--- src/rtl/fib_scheduler_if.sv ---
// fib_scheduler_if
//   Bundles the request and response channels of the shared Fibonacci
//   engine so clients and the scheduler connect through one port.
//
//   Parameters:
//     NREQ  - number of requesters
//     WIDTH - width of each requested index n
//     IDW   - requester-index width (2**IDW >= NREQ)
//
//   Signals:
//     req_valid  per-requester request valid          (client -> engine)
//     req_n      packed indices, requester k at [k*WIDTH +: WIDTH]
//     req_ready  one-hot grant                        (engine -> client)
//     busy       engine is not idle                   (engine -> client)
//     rsp_valid  result available                     (engine -> consumer)
//     rsp_ready  consumer accepts result              (consumer -> engine)
//     rsp_id     requester that owns the result       (engine -> consumer)
//     rsp_fib    F(n) mod 2**32                       (engine -> consumer)
interface fib_scheduler_if #(
  parameter int NREQ  = 4,
  parameter int WIDTH = 8,
  parameter int IDW   = 2
);
  logic [NREQ-1:0]       req_valid;
  logic [NREQ*WIDTH-1:0] req_n;
  logic [NREQ-1:0]       req_ready;
  logic                  busy;
  logic                  rsp_valid;
  logic                  rsp_ready;
  logic [IDW-1:0]        rsp_id;
  logic [31:0]           rsp_fib;

  // Requester/consumer side.
  modport master (
    output req_valid, req_n, rsp_ready,
    input  req_ready, busy, rsp_valid, rsp_id, rsp_fib
  );

  // Scheduler side.
  modport slave (
    input  req_valid, req_n, rsp_ready,
    output req_ready, busy, rsp_valid, rsp_id, rsp_fib
  );
endinterface

--- src/rtl/fib_scheduler.sv ---
// fib_scheduler
//   Sequential Fibonacci engine shared by NREQ requesters. A round-robin
//   arbiter grants one request at a time; the accepted index n is walked
//   down one recurrence step per clock on a single 32-bit adder, and the
//   result is returned with the owner's index on a valid/ready channel.
//
//   Ports:
//     clk    - clock, rising-edge
//     rst_n  - asynchronous active-low reset
//     bus    - fib_scheduler_if.slave (request/response channels)
module fib_scheduler #(
  parameter int NREQ  = 4,
  parameter int WIDTH = 8,
  parameter int IDW   = 2
) (
  input  logic               clk,
  input  logic               rst_n,
  fib_scheduler_if.slave     bus
);

  typedef enum logic [1:0] {
    IDLE = 2'd0,
    CALC = 2'd1,
    RESP = 2'd2
  } state_t;

  state_t           state_reg;
  logic [IDW-1:0]   ptr_reg;
  logic [WIDTH-1:0] rem_reg;
  logic [IDW-1:0]   id_reg;
  logic [31:0]      a_reg;
  logic [31:0]      b_reg;
  logic [31:0]      rsp_fib_reg;
  logic [IDW-1:0]   rsp_id_reg;
  logic             rsp_valid_reg;
  logic             busy_reg;

  // Unpacked view of the packed index bus.
  logic [WIDTH-1:0] n_arr [NREQ];

  generate
    for (genvar gi = 0; gi < NREQ; gi++) begin : g_unpack
      assign n_arr[gi] = bus.req_n[gi*WIDTH +: WIDTH];
    end
  endgenerate

  // Round-robin search starting at ptr_reg. Only active in IDLE, so the
  // grant never depends on the response channel.
  logic [NREQ-1:0] grant_onehot;
  logic [IDW-1:0]  grant_idx;
  logic            grant_found;

  always_comb begin
    int idx;
    grant_onehot = '0;
    grant_idx    = '0;
    grant_found  = 1'b0;
    idx          = 0;
    if (state_reg == IDLE) begin
      for (int i = 0; i < NREQ; i++) begin
        idx = int'(ptr_reg) + i;
        if (idx >= NREQ) begin
          idx = idx - NREQ;
        end
        if (!grant_found && bus.req_valid[idx]) begin
          grant_found       = 1'b1;
          grant_idx         = IDW'(idx);
          grant_onehot[idx] = 1'b1;
        end
      end
    end
  end

  // Pointer moves to the requester after the winner, wrapping at NREQ
  // (which need not be a power of two).
  logic [IDW-1:0] ptr_after_grant;
  assign ptr_after_grant = (grant_idx == IDW'(NREQ - 1)) ? '0 : grant_idx + 1'b1;

  always_ff @(posedge clk or negedge rst_n) begin
    if (!rst_n) begin
      state_reg     <= IDLE;
      ptr_reg       <= '0;
      rem_reg       <= '0;
      id_reg        <= '0;
      a_reg         <= '0;
      b_reg         <= '0;
      rsp_fib_reg   <= '0;
      rsp_id_reg    <= '0;
      rsp_valid_reg <= 1'b0;
      busy_reg      <= 1'b0;
    end else begin
      case (state_reg)
        IDLE: begin
          if (grant_found) begin
            rem_reg   <= n_arr[grant_idx];
            id_reg    <= grant_idx;
            a_reg     <= 32'd0;
            b_reg     <= 32'd1;
            ptr_reg   <= ptr_after_grant;
            state_reg <= CALC;
            busy_reg  <= 1'b1;
          end
        end
        CALC: begin
          if (rem_reg != '0) begin
            // a holds F(k), b holds F(k+1); sum wraps modulo 2**32.
            a_reg   <= b_reg;
            b_reg   <= a_reg + b_reg;
            rem_reg <= rem_reg - 1'b1;
          end else begin
            rsp_fib_reg   <= a_reg;
            rsp_id_reg    <= id_reg;
            rsp_valid_reg <= 1'b1;
            state_reg     <= RESP;
          end
        end
        RESP: begin
          // Result registers hold until the consumer takes them; the
          // arbiter re-opens only once we are back in IDLE.
          if (bus.rsp_ready) begin
            rsp_valid_reg <= 1'b0;
            busy_reg      <= 1'b0;
            state_reg     <= IDLE;
          end
        end
        default: begin
          rsp_valid_reg <= 1'b0;
          busy_reg      <= 1'b0;
          state_reg     <= IDLE;
        end
      endcase
    end
  end

  assign bus.req_ready = grant_onehot;
  assign bus.busy      = busy_reg;
  assign bus.rsp_valid = rsp_valid_reg;
  assign bus.rsp_id    = rsp_id_reg;
  assign bus.rsp_fib   = rsp_fib_reg;

endmodule

--- src/flat_wrapper.sv ---
// flat-port wrapper written by rule: the top's interface ports become plain ports
module fib_scheduler_flat 
#(
  parameter int NREQ  = 4,
  parameter int WIDTH = 8,
  parameter int IDW   = 2
)
  (clk, rst_n, bus_req_valid, bus_req_n, bus_rsp_ready, bus_req_ready, bus_busy, bus_rsp_valid, bus_rsp_id, bus_rsp_fib);
  fib_scheduler_if #(.NREQ(NREQ), .WIDTH(WIDTH), .IDW(IDW)) bus_i ();
  input  logic clk;
  input  logic rst_n;
  input wire logic [$bits(bus_i.req_valid)-1:0] bus_req_valid;
  input wire logic [$bits(bus_i.req_n)-1:0] bus_req_n;
  input wire logic [$bits(bus_i.rsp_ready)-1:0] bus_rsp_ready;
  output wire logic [$bits(bus_i.req_ready)-1:0] bus_req_ready;
  output wire logic [$bits(bus_i.busy)-1:0] bus_busy;
  output wire logic [$bits(bus_i.rsp_valid)-1:0] bus_rsp_valid;
  output wire logic [$bits(bus_i.rsp_id)-1:0] bus_rsp_id;
  output wire logic [$bits(bus_i.rsp_fib)-1:0] bus_rsp_fib;
  assign bus_i.req_valid = bus_req_valid;
  assign bus_i.req_n = bus_req_n;
  assign bus_i.rsp_ready = bus_rsp_ready;
  assign bus_req_ready = bus_i.req_ready;
  assign bus_busy = bus_i.busy;
  assign bus_rsp_valid = bus_i.rsp_valid;
  assign bus_rsp_id = bus_i.rsp_id;
  assign bus_rsp_fib = bus_i.rsp_fib;
  fib_scheduler #(.NREQ(NREQ), .WIDTH(WIDTH), .IDW(IDW)) u_core (.clk(clk), .rst_n(rst_n), .bus(bus_i));
endmodule
--- config.mk ---
export PLATFORM = sky130hd
export DESIGN_NAME = fib_scheduler_flat
export DESIGN_NICKNAME = d
export VERILOG_FILES = /design/src/rtl/fib_scheduler_if.sv /design/src/rtl/fib_scheduler.sv /design/src/flat_wrapper.sv
export SDC_FILE = /design/constraint.sdc
export NUM_CORES = 1
export LEC_CHECK = 0
export CORE_MARGIN = 10
export CORE_UTILIZATION = 50
export CTS_CLUSTER_DIAMETER = 200
export DETAILED_ROUTE_END_ITERATION = 12
export DONT_BUFFER_PORTS = 1
export GPL_ROUTABILITY_DRIVEN = 0
export PLACE_DENSITY = 0.74
export SETUP_SLACK_MARGIN = 0.5
export SYNTH_ARGS = -nofsm -noshare
export SYNTH_HDL_FRONTEND = slang
export SYNTH_SLANG_ARGS = --single-unit
export TNS_END_PERCENT = 1
--- constraint.sdc ---
create_clock -name clk -period 5.47 [get_ports clk]
set_input_delay 1.094 -clock clk [delete_from_list [all_inputs] [get_ports clk]]
set_output_delay 1.094 -clock clk [all_outputs]
set_load 0.02 [all_outputs]
==> flow_metrics.tcl, run 1 <==
set metrics [dict create \
    status "completed" \
    cts_tree "built" \
    finalNetCount 776 \
    slew_violations 0 \
    antenna_left 0 \
    final_area_mm2 0.00748 \
    drt_iter0_markers 263 \
    num_vias 5238 \
    yosys-top-cells-area "dfrtp_1 (42%), ha_1 (7.1%), mux2_2 (5.9%), nand2_1 (5.1%), nand3_1 (4.7%)" \
    synth_seq_area_share_pct 41.5 \
    crit_arrival_ns 3.45 \
    via_per_inst 5.91 \
    crit_path_end_kind "output port" \
    timing.rr.start "u_core.ptr_reg[0]$_DFFE_PN0P_" \
    yosysWarnings 0 \
    critical_path_class "reg2out" \
    clock-sinks 114 \
    fmax_mhz 220 \
    die_w_um 137 \
    post-route-period-util_pct 83.1 \
    fin_tns_setup_ns 0 \
    dr.pass1.iters 4 \
    ys_seq_elements 114 \
    io_pins 79 \
    htreeDepth 4 \
    max_stage_delay_ns 0.67 \
    ctsHoldBuffers 0 \
    async_reset_ff_share_pct 100 \
    area_delta_synth_final_pct 8.91 \
    grt_max_degree 115 \
    setup_viol 0 \
    period_minus_slack_ns 4.55 \
    globalRoute.busiestLayer "met2" \
    antenna_found_initial 0 \
    grt_setup_unrepaired "false" \
    numCtsBuffers 17 \
    num_antenna_cells 0 \
    syn_avg_cell_area_um2 9.65 \
    tightest_slew_ns 1.04 \
    cp_slowest_cell "dfrtp_1" \
    cts_resized 0 \
    grt_usage_pct 16.3 \
    wl_mm 14.7 \
    cp_cell_sequence "inv_1, ha_1, mux4_2, nor2b_4, a22oi_1, nor2_1, a221oi_1, nor3_1" \
    dieArea_mm2 0.0188 \
    gr-total-overflow 0 \
    cp_max_fo 15 \
    post-place-ws_ns 1.40 \
    slew_headroom_pct 30.5 \
    drc 0 \
    wl_per_cell_um 16.5 \
    initial_core_util_pct 51.5 \
    met3_usage_pct 4.70 \
    syn_area_mm2 0.00687 \
    start_kind "flip-flop" \
    drive_gt1_share_pct 12.5 \
    hold_path_class "in2async" \
    hpwl_mm 10.1 \
    final_cell_mix "dfrtp_1 (114), nand2_1 (93), nand3_1 (64)" \
    place_area_mm2 0.00692 \
    finalHoldViolations 0 \
    synth_cell_types 70 \
    postCtsSetupBuffers 0 \
    core_area_mm2 0.0133 \
    synth_top_cell_by_area "dfrtp_1" \
    skew_ns 0.00930 \
    ys.flop_type "dfrtp_1" \
    clk_pin_slew_worst_paths_ns 0.05 \
    grt_pass1_vias 5200 \
    met1_usage_pct 20.1 \
    syn_inst 712 \
    io_buffers 0 \
    cts_root_buf "clkbuf_16" \
    use_met2_pct 26.1 \
    finalWorstSetupSlack_ns 0.925 \
    grt_pass1_wl_mm 25.0 \
    synth_fp_nets 791 \
    rows 42 \
    synth_edf_count 0 \
    layout.cells.non_filler 886 \
    fp.dieH_um 137 \
    final_common_cell "dfrtp_1" \
    cp.required_ns 4.38 \
    synth_top_area_share_pct 41.5 \
    cts.path.max_buffers 2 \
    max_cap_violations 0 \
    startpoint "u_core.ptr_reg[0]$_DFFE_PN0P_" \
    dp.cells 854 \
    clk_latency_ns 0.42 \
]
[area by class of cell]
type                    instances  area (µm²)
clock buffers                  21         450
clock inverters                11         113
fillers                      1184        5870
inverters                      20        77.6
multi-input cells             541        3750
flip-flops and latches        114        2850
well taps                     176         220
repair buffers                  3        22.5
[synthesized netlist by cell type (2+ instances only)]
| cell | instances |
|---|---|
| or3_1 | 3 |
| nand2b_1 | 3 |
| nor4_1 | 2 |
| a211oi_1 | 4 |
| a311oi_1 | 3 |
| mux2_2 | 36 |
| a22oi_1 | 6 |
| nand2_1 | 94 |
| xnor2_1 | 13 |
| nand3b_1 | 4 |
| xor2_1 | 10 |
| nor2_1 | 35 |
| a21o_1 | 16 |
| clkbuf_8 | 3 |
| buf_1 | 5 |
| mux4_2 | 3 |
| dfrtp_1 | 114 |
| o21ai_0 | 41 |
| nor3_1 | 13 |
| o211ai_1 | 5 |
| ha_1 | 39 |
| nor2b_4 | 3 |
| nor3b_1 | 5 |
| and3_1 | 4 |
| nor4b_1 | 3 |
| and2_1 | 2 |
| a22o_1 | 2 |
| nor2b_1 | 4 |
| a21oi_1 | 43 |
| o21a_1 | 5 |
| o21bai_1 | 2 |
| mux2i_1 | 27 |
| inv_1 | 19 |
| a221oi_1 | 5 |
| a211o_1 | 3 |
| o21ai_1 | 7 |
| buf_6 | 4 |
| a31oi_1 | 4 |
| nand3_1 | 64 |
| buf_2 | 3 |
| o311ai_0 | 2 |
| clkbuf_1 | 21 |
[per-stage QoR]
step / hold WS, ns / utilization (%)
2_1_floorplan: 0.440 / -
3_3_place_gp: 0.457 / 51.8
3_5_place_dp: 0.472 / 51.8
4_1_cts: 0.355 / 56.1
5_1_grt: 0.355 / 56.1
6_report: 0.376 / 56.1
[metal layers]
| metal | vias to the layer above | part of all wire [%] |
|---|---|---|
| met3 | 26 | 5.5 |
| met1 | 2555 | 44 |
| met5 | - | 0 |
| met4 | 0 | 1.9 |
| li1 | 2541 | - |
| met2 | 116 | 49 |
[logic make-up (layout without fill, tap and decap cells)]
logic type | after synthesis | in the layout | synth area share [%]
xor+xnor | 23 | 23 | 2.93
flops | 114 | 114 | 41.5
simple gates | 248 | 248 | 17.4
buf+inv | 57 | 55 | 4.13
fa+ha+maj | 40 | 40 | 7.39
compound gates | 163 | 163 | 15.4
mux | 67 | 67 | 11.2
[worst paths after layout]
path	to	slack, ns	cells after the start
min reg2reg	u_core.b_reg[31]$_DFFE_PN0P_	0.48	1
max reg2reg	u_core.rem_reg[0]$_DFFE_PN0P_	1.82	7
max	bus_req_ready[0]	0.92	8
max in group asynchronous	u_core.a_reg[3]$_DFFE_PN0P_	4.92	0
min in group clk	u_core.b_reg[31]$_DFFE_PN0P_	0.48	1
min	u_core.bus.rsp_fib[12]$_DFFE_PN0P_	0.38	0
[critical path, delay by kind of cell (launching register included)]
family,cells,cell delay [ns]
AO/OA/AOI/OAI,2,0.17
adder cells (fa/ha/maj),1,0.48
buffers and inverters,1,0.21
flip-flops,1,0.67
multiplexers,1,0.67
AND/OR/NAND/NOR,3,0.84
Power of run 1 is not shown: default switching activity piles up to over one toggle a cycle in this logic, so the estimate is an artifact.
==> run 2: changes to the inputs <==
Clock period 5.47 ns to 4.6 ns, I/O delays scaled along.
==> run 2 against run 1 <==
  * Count of clock-buffer cells in the layout increased by 2
  * Critical path depth unchanged
  * Largest cell class unchanged
  * Die area unchanged
  * Via count about the same
  * First-iteration DRC count increased by 42%
  * Utilization increased by 0.53 points
  * Worst setup slack got worse by 0.30 ns
  * Sequential share of layout area decreased by 0.34 points
  * Global-route usage increased by 0.22 points
==> flow_metrics.tcl, run 2 (synthesis gave the netlist of run 1 again) <==
set metrics [dict create \
    multi_input_area_mm2 0.00377 \
    numCtsBuffers 17 \
    grt_setup_unrepaired "false" \
    fp.dieH_um 137 \
    dieArea_mm2 0.0188 \
    skew_ns 0.00675 \
    initial_core_util_pct 51.5 \
    regArea_mm2 0.00285 \
    area_delta_synth_final_pct 9.94 \
    cts.path.max_buffers 2 \
    antenna_left 0 \
    hpwl_mm 10.4 \
    grt_pass1_vias 5224 \
    critical_path_class "reg2out" \
    grt_max_degree 115 \
    final_area_mm2 0.00755 \
    status "completed" \
    place_area_mm2 0.00693 \
    crit_arrival_ns 3.05 \
    hold_path_class "in2async" \
    clk_pin_slew_worst_paths_ns 0.05 \
    r2r_slack_ns 1.25 \
    io_pins 79 \
    period_minus_slack_ns 3.97 \
    tightest_slew_ns 1.01 \
    max_cap_violations 0 \
    core_area_mm2 0.0133 \
    drive_gt1_share_pct 13.7 \
    num_vias 5234 \
    ctsHoldBuffers 0 \
    crit_path_end_kind "output port" \
    timing.rr.start "u_core.ptr_reg[1]$_DFFE_PN0P_" \
    grt_usage_pct 16.5 \
    cts_root_buf "clkbuf_16" \
    start_kind "flip-flop" \
    dr.pass1.iters 6 \
    clock-sinks 114 \
    io_buffers 0 \
    setup_viol 0 \
    cp_max_fo 7 \
    rows 42 \
    htreeDepth 4 \
    gr-total-overflow 0 \
    slew_violations 0 \
    cp.required_ns 3.68 \
    antenna_found_initial 0 \
    max_stage_delay_ns 0.67 \
    finalNetCount 782 \
    r2r-end "u_core.rem_reg[0]$_DFFE_PN0P_" \
    die_w_um 137 \
    drc 0 \
    fill_cells 1167 \
    wl_mm 15.2 \
    cp_slowest_cell "mux4_2" \
    cts_tree "built" \
    wl_per_cell_um 17.1 \
    post-route-period-util_pct 86.4 \
    drt_iter0_markers 374 \
    final_cell_mix "dfrtp_1 (113), nand2_1 (93), nand3_1 (64)" \
    final_common_cell "dfrtp_1" \
    clk_latency_ns 0.42 \
    fmax_mhz 252 \
    r2r_cells 7 \
    num_antenna_cells 0 \
    finalHoldViolations 0 \
    grt_pass1_wl_mm 25.3 \
    fin_tns_setup_ns 0 \
    slew_headroom_pct 32.5 \
    final_util_pct 56.6 \
    cp_cell_sequence "inv_1, ha_1, mux4_2, nor2b_4, a22oi_1, nor2_1, a221oi_1, nor3_2" \
    via_per_inst 5.89 \
]
==> run 2: cell count changes in the layout (fill, tap and decap cells not counted), moves of 2 or more <==
cell	previous run	this run
clkinv_2	6	4
nor3_2	0	4
clkbuf_8	1	4
buf_4	3	9
nor3_1	13	9
clkinvlp_4	3	0
==> run 2: through the flow <==
stage	instances	hold WS [ns]	setup WS, ns
after floorplan	712	0.440	1.16
after global placement	856	0.458	0.912
after detailed placement	856	0.461	0.679
after CTS	885	0.186	0.611
after global routing	889	0.186	0.496
final	889	0.199	0.627
==> run 2: what timing repair did <==
| action | CTS | global route |
|---|---|---|
| endpoints found under the setup margin | 4 | 4 |
| resized for setup | 5 | 0 |
| pin swaps | 0 | 1 |
| setup buffers | 0 | 4 |
==> run 2: how the worst max path moves through the flow <==
stage,end,cells past startpoint,startpoint
after floorplan,bus_req_ready[0],9,u_core.ptr_reg[0]$_DFFE_PN0P_
after global placement,bus_req_ready[1],8,u_core.ptr_reg[0]$_DFFE_PN0P_
after detailed placement,bus_req_ready[1],8,u_core.ptr_reg[0]$_DFFE_PN0P_
after CTS,bus_req_ready[1],8,u_core.ptr_reg[0]$_DFFE_PN0P_
after global routing,bus_req_ready[2],8,u_core.ptr_reg[1]$_DFFE_PN0P_
final,bus_req_ready[0],8,u_core.ptr_reg[1]$_DFFE_PN0P_
==> run 2: critical path, delay by kind of cell (launching register included) <==
family                   cells  cell delay (ns)
buffers and inverters        1             0.13
adder cells (fa/ha/maj)      1             0.45
AO/OA/AOI/OAI                2             0.20
AND/OR/NAND/NOR              3             0.72
flip-flops                   1             0.48
multiplexers                 1             0.67
==> run 2: layout make-up <==
class                   instances  area share, %
flip-flops and latches        114           37.8
inverters                      20           1.03
clock inverters                 6           1.06
multi-input cells             541           49.9
repair buffers                  9          0.894
clock buffers                  23           6.46
well taps                     176           2.92
==> run 2: per-layer routing <==
layer	GRT usage (%)	wire length [µm]	vias to the layer above
met5	0	0	-
met1	19.9	6640	2527
met3	4.70	871	32
li1	-	-	2553
met2	27.1	7270	122
met4	7.08	406	0
Power of run 2 is left out for the same reason.
